[config.mk]
export PLATFORM = sky130hd
export DESIGN_NAME = cdc_handshake_rx
export DESIGN_NICKNAME = d
export VERILOG_FILES = /design/src/rtl/cdc_handshake_rx.sv
export SDC_FILE = /design/constraint.sdc
export NUM_CORES = 1
export LEC_CHECK = 0
export CORE_UTILIZATION = 50
export CTS_BUF_LIST = sky130_fd_sc_hd__clkbuf_4
export CTS_CLUSTER_DIAMETER = 40
export CTS_CLUSTER_SIZE = 10
export DETAILED_ROUTE_END_ITERATION = 12
export PLACE_DENSITY = 0.84
export SKIP_LAST_GASP = 1
export SYNTH_ARGS = -nofsm -noshare
export SYNTH_HDL_FRONTEND = slang
export SYNTH_SLANG_ARGS = --single-unit
[constraint.sdc]
create_clock -name clk_b -period 3.8 [get_ports clk_b]
set_input_delay 0.76 -clock clk_b [delete_from_list [all_inputs] [get_ports clk_b]]
set_output_delay 0.76 -clock clk_b [all_outputs]
set_load 0.02 [all_outputs]
[src/rtl/cdc_handshake_rx.sv]
// -----------------------------------------------------------------------------
// cdc_handshake_rx
// Receive side of a 4-phase req/ack clock-domain crossing. The request from
// the source domain is synchronised into clk_b; the data bus is not
// synchronised. It is sampled once, on the capture edge, when the source is
// guaranteed to be holding it stable. The captured word is offered downstream
// with a valid/ready pair. The acknowledge goes back to the source only after
// downstream has taken the word. This gives end-to-end flow control without
// any storage beyond the single output register.
// -----------------------------------------------------------------------------
`timescale 1ns/1ps

module cdc_handshake_rx #(
  parameter int DATA_W    = 8,   // width of the transferred word
  parameter int SYNC_SIZE = 2,   // request synchroniser depth, must be >= 2
  parameter int CNT_W     = 16   // width of the accepted-word counter
) (
  input  logic              clk_b,
  input  logic              rst_b_n,
  input  logic              req_a,
  input  logic [DATA_W-1:0] data_a,
  output logic              ack_b,
  output logic [DATA_W-1:0] dout,
  output logic              dout_valid,
  input  logic              dout_ready,
  output logic [CNT_W-1:0]  xfer_cnt,
  output logic              err
);

  // Handshake states:
  //   IDLE        - waiting for a synchronised request
  //   WAIT_RDY    - word captured, waiting for downstream to take it
  //   WAIT_REQ_LO - ack raised, waiting for the source to drop its request
  typedef enum logic [1:0] {
    IDLE        = 2'd0,
    WAIT_RDY    = 2'd1,
    WAIT_REQ_LO = 2'd2
  } state_e;

  localparam logic [CNT_W-1:0] CNT_ONE = CNT_W'(1'b1);

  logic [SYNC_SIZE-1:0] req_sync_r;  // stage 0 is the only flop that sees req_a
  logic                 req_s;       // synchronised request
  state_e               state_r;
  logic                 accept_s;    // downstream takes the word on this edge

  assign req_s    = req_sync_r[SYNC_SIZE-1];
  assign accept_s = dout_valid & dout_ready;

  // Request synchroniser: a plain shift chain with no logic between stages.
  always_ff @(posedge clk_b or negedge rst_b_n) begin
    if (!rst_b_n) begin
      req_sync_r <= '0;
    end else begin
      req_sync_r <= {req_sync_r[SYNC_SIZE-2:0], req_a};
    end
  end

  // Handshake FSM: owns the capture register, valid, ack and the word counter.
  always_ff @(posedge clk_b or negedge rst_b_n) begin
    if (!rst_b_n) begin
      state_r    <= IDLE;
      ack_b      <= 1'b0;
      dout       <= '0;
      dout_valid <= 1'b0;
      xfer_cnt   <= '0;
    end else begin
      case (state_r)
        IDLE: begin
          // data_a is stable here: the source set it up before raising req_a,
          // and req_s lags req_a by the synchroniser depth.
          if (req_s) begin
            dout       <= data_a;
            dout_valid <= 1'b1;
            state_r    <= WAIT_RDY;
          end else begin
            state_r    <= IDLE;
          end
        end

        WAIT_RDY: begin
          // Hold the word indefinitely until downstream is ready. The ack is
          // deferred until then so the source cannot overrun the register.
          if (accept_s) begin
            dout_valid <= 1'b0;
            ack_b      <= 1'b1;
            xfer_cnt   <= xfer_cnt + CNT_ONE;
            state_r    <= WAIT_REQ_LO;
          end else begin
            state_r    <= WAIT_RDY;
          end
        end

        WAIT_REQ_LO: begin
          // Return-to-zero phase: keep ack high until the request is seen low.
          if (!req_s) begin
            ack_b   <= 1'b0;
            state_r <= IDLE;
          end else begin
            ack_b   <= 1'b1;
            state_r <= WAIT_REQ_LO;
          end
        end

        default: begin
          // Unreachable encoding: fall back to a clean idle without a word.
          ack_b      <= 1'b0;
          dout_valid <= 1'b0;
          state_r    <= IDLE;
        end
      endcase
    end
  end

  // Sticky protocol error: the source withdrew its request before it was acknowledged.
  always_ff @(posedge clk_b or negedge rst_b_n) begin
    if (!rst_b_n) begin
      err <= 1'b0;
    end else if ((state_r == WAIT_RDY) && !req_s) begin
      err <= 1'b1;
    end else begin
      err <= err;
    end
  end

endmodule
==> results.py <==
metrics = {
    "sta": {
        "fin_crit_sh_pct": 58.02,
        "setup_viol": 0,
        "hold_viol": 0,
        "timing.final.crit_period_ns": 2.205,
        "max_slew_margin_pct": 74.28,
        "fin_tns_setup_ns": 0,
        "drv_slew": 0,
        "fin_ws_ns": 1.595,
        "max_freq_ghz": 0.4535,
        "fin_worst_skew_ns": 0.01122,
        "holdWs_ns": 0.3659,
        "tightestPinTransition_ns": 0.3858,
        "rsz0062_at_grt": "no",
    },
    "floorplanning": {
        "fp.dieW_um": 53.84,
        "pin_count": 39,
        "dieArea_um2": 2899,
        "die_h_um": 53.84,
        "start_util_pct": 53.75,
        "rows": 18,
        "core_area_um2": 2500,
    },
    "hold_path": {
        "hold_path.class": "flip-flop to flip-flop",
    },
    "global_routing": {
        "grt_pass1_vias": 985,
        "grt.overflow.total": 0,
        "grtUsageTotal_pct": 21.18,
        "antenna_found_initial": 0,
        "grt_max_degree": 32,
        "grt_pass1_wl_mm": 4.195,
    },
    "critical_path": {
        "crit_path_end_kind": "output port",
        "critPathLaunchType": "flip-flop",
        "crit_type": "flip-flop to output port",
        "worstPathCellList": "clkdlybuf4s50_1",
        "slowest_stage": "clkdlybuf4s50_1",
        "cp_num_buf_inv": 1,
        "max_stage_delay_ns": 0.66,
        "critPathMaxFanout": 4,
        "path_delay_family": "buffers and inverters",
        "critPathArrivalTime_ns": 1.44,
        "crit_required_ns": 3.04,
    },
    "place": {
        "preCtsSetupSlack_ns": 1.642,
        "dp_hpwl_mm": 1.986,
        "portBuffers": 38,
        "gp_congestion": 0.8332,
        "placedInstanceArea_um2": 1769,
    },
    "synthesis": {
        "syn_inst": 109,
        "mappedNetlistArea_um2": 1344,
        "synth_top_area_share_pct": 57.73,
        "synth-edff-count": 0,
        "synth_seq_cells": 31,
        "syn_area_per_cell_um2": 12.33,
        "synth-main-ff-cell": "dfrtp_1",
        "synth_cell_types": 22,
        "yosysWarnings": 0,
        "ys_top_cells_by_area": "dfrtp_1 58%, mux2_2 6.7%, xor2_1 5.9%",
        "ys_top_cells_by_count": "31 x dfrtp_1, 13 x nand2_1, 9 x xor2_1, 8 x mux2_2, 7 x inv_1",
        "async_flop_share_pct": 100.0,
        "ys_seq_area_share_pct": 57.73,
        "synthesis.nets": 126,
        "synth.most_common_cell": "dfrtp_1",
        "synth_top_area_cell": "dfrtp_1",
    },
    "clocking": {
        "cts_resized": 0,
        "insertion_delay_ns": 0.32,
        "post-cts-setup-buffer-count": 0,
        "holdBufCountCts": 0,
        "cts-root-buf": "clkbuf_4",
        "cts_max_level": 2,
        "cts_tree": "yes",
        "cts_made_buffers": 5,
        "clock_path_buffers": 2,
        "clock-sinks": 31,
        "clk_pin_slew_ns": 0.10,
    },
    "layout": {
        "nets": 172,
        "final_area_um2": 1827,
        "multi_input_area_um2": 541.8,
        "syn_to_final_growth_pct": 35.94,
        "drive_above_1_share_pct": 14.74,
        "fillers": 186,
        "regArea_um2": 775.7,
        "num_antenna_cells": 0,
    },
    "run_status": {
        "status": "complete, no violations",
    },
    "route": {
        "via_per_inst": 5.258,
        "routed_wl_mm": 2.616,
        "vias": 978,
        "drt-initial-drc-count": 10,
        "route.detailed.wl_per_inst_um": 14.06,
        "drc": 0,
        "ant_nets": 0,
        "dr.pass1.iters": 4,
    },
    "power": {
        "p_leak_nw": 0.8329,
        "ir_drop_mv": 0.4444,
        "p_per_area_nw_per_um2": 626.4,
    },
    "flow_run": {
        "cap_violations": 0,
    },
}
## per-stage QoR
stage | utilization, % | cells | power, mW
after floorplan | - | 109 | 0.7351
after global placement | 70.77 | 178 | 0.9288
after detailed placement | 70.77 | 178 | 0.9599
after CTS | 73.07 | 186 | 1.155
after global routing | 73.07 | 186 | 1.211
final | 73.07 | 186 | 1.144
## where the power goes
part           leakage [nW]  internal, mW  switching (mW)
clock                0.0361        0.0864           0.108
combinational         0.402         0.230           0.230
sequential            0.395         0.414          0.0771
## placed cells by master (no fill, tap or decap), types with 2 or more instances in the layout
cell	instances
a21oi_1	5
and3_1	2
and4_1	2
clkbuf_4	7
clkdlybuf4s50_1	38
dfrtp_1	31
ha_1	5
inv_1	7
mux2_2	8
nand2_1	13
nand3_1	4
nand4_1	2
nor2_1	4
nor3_2	3
xnor2_1	6
xor2_1	9
## worst paths after layout
kind                                         start                       end  slack [ns]  cells after the start
setup / recovery           xfer_cnt[0]$_DFFE_PN0P_               xfer_cnt[0]        1.60                      1
hold / removal             req_sync_r[0]$_DFF_PN0_   req_sync_r[1]$_DFF_PN0_        0.37                      0
setup reg to reg              state_r[1]$_DFF_PN0_  xfer_cnt[12]$_DFFE_PN0P_        2.11                      6
hold reg to reg            req_sync_r[0]$_DFF_PN0_   req_sync_r[1]$_DFF_PN0_        0.37                      0
max in group asynchronous                  rst_b_n       dout[3]$_DFFE_PN0P_        2.69                      2
min in group asynchronous                  rst_b_n   xfer_cnt[6]$_DFFE_PN0P_        0.81                      2
## layout make-up
class                      count  share of cell area, %
sequential                    31                  42.47
multi-input combinational     71                  29.66
clock inverter                 1                 0.2740
tap                           30                  2.055
timing repair buffer          39                  21.23
inverter                       7                  1.438
clock buffer                   7                  2.877
## cell families (layout without fill, tap and decap cells)
logic type | Yosys count | after routing | synth area share [%]
mux | 8 | 8 | 6.704
simple gates | 36 | 36 | 16.39
compound gates | 7 | 7 | 2.793
buf+inv | 7 | 54 | 1.956
flops | 31 | 31 | 57.73
fa+ha+maj | 5 | 5 | 4.655
xor+xnor | 15 | 15 | 9.777
## state kept, by name, summed over array words and instances (netlist names)
register    count
dout_valid      1
xfer_cnt       16
state_r         2
err             1
dout            8
req_sync_r      2
ack_b           1
## per-layer routing
metal  global-route usage (%)  wire length, µm  share of wire, %
met3                    7.345              128               4.9
met1                    23.63             1045                40
met4                    7.018               21              0.80
met2                    37.24             1420                54
met5                        0                0                 0
Power figures use the tool's default switching activity.
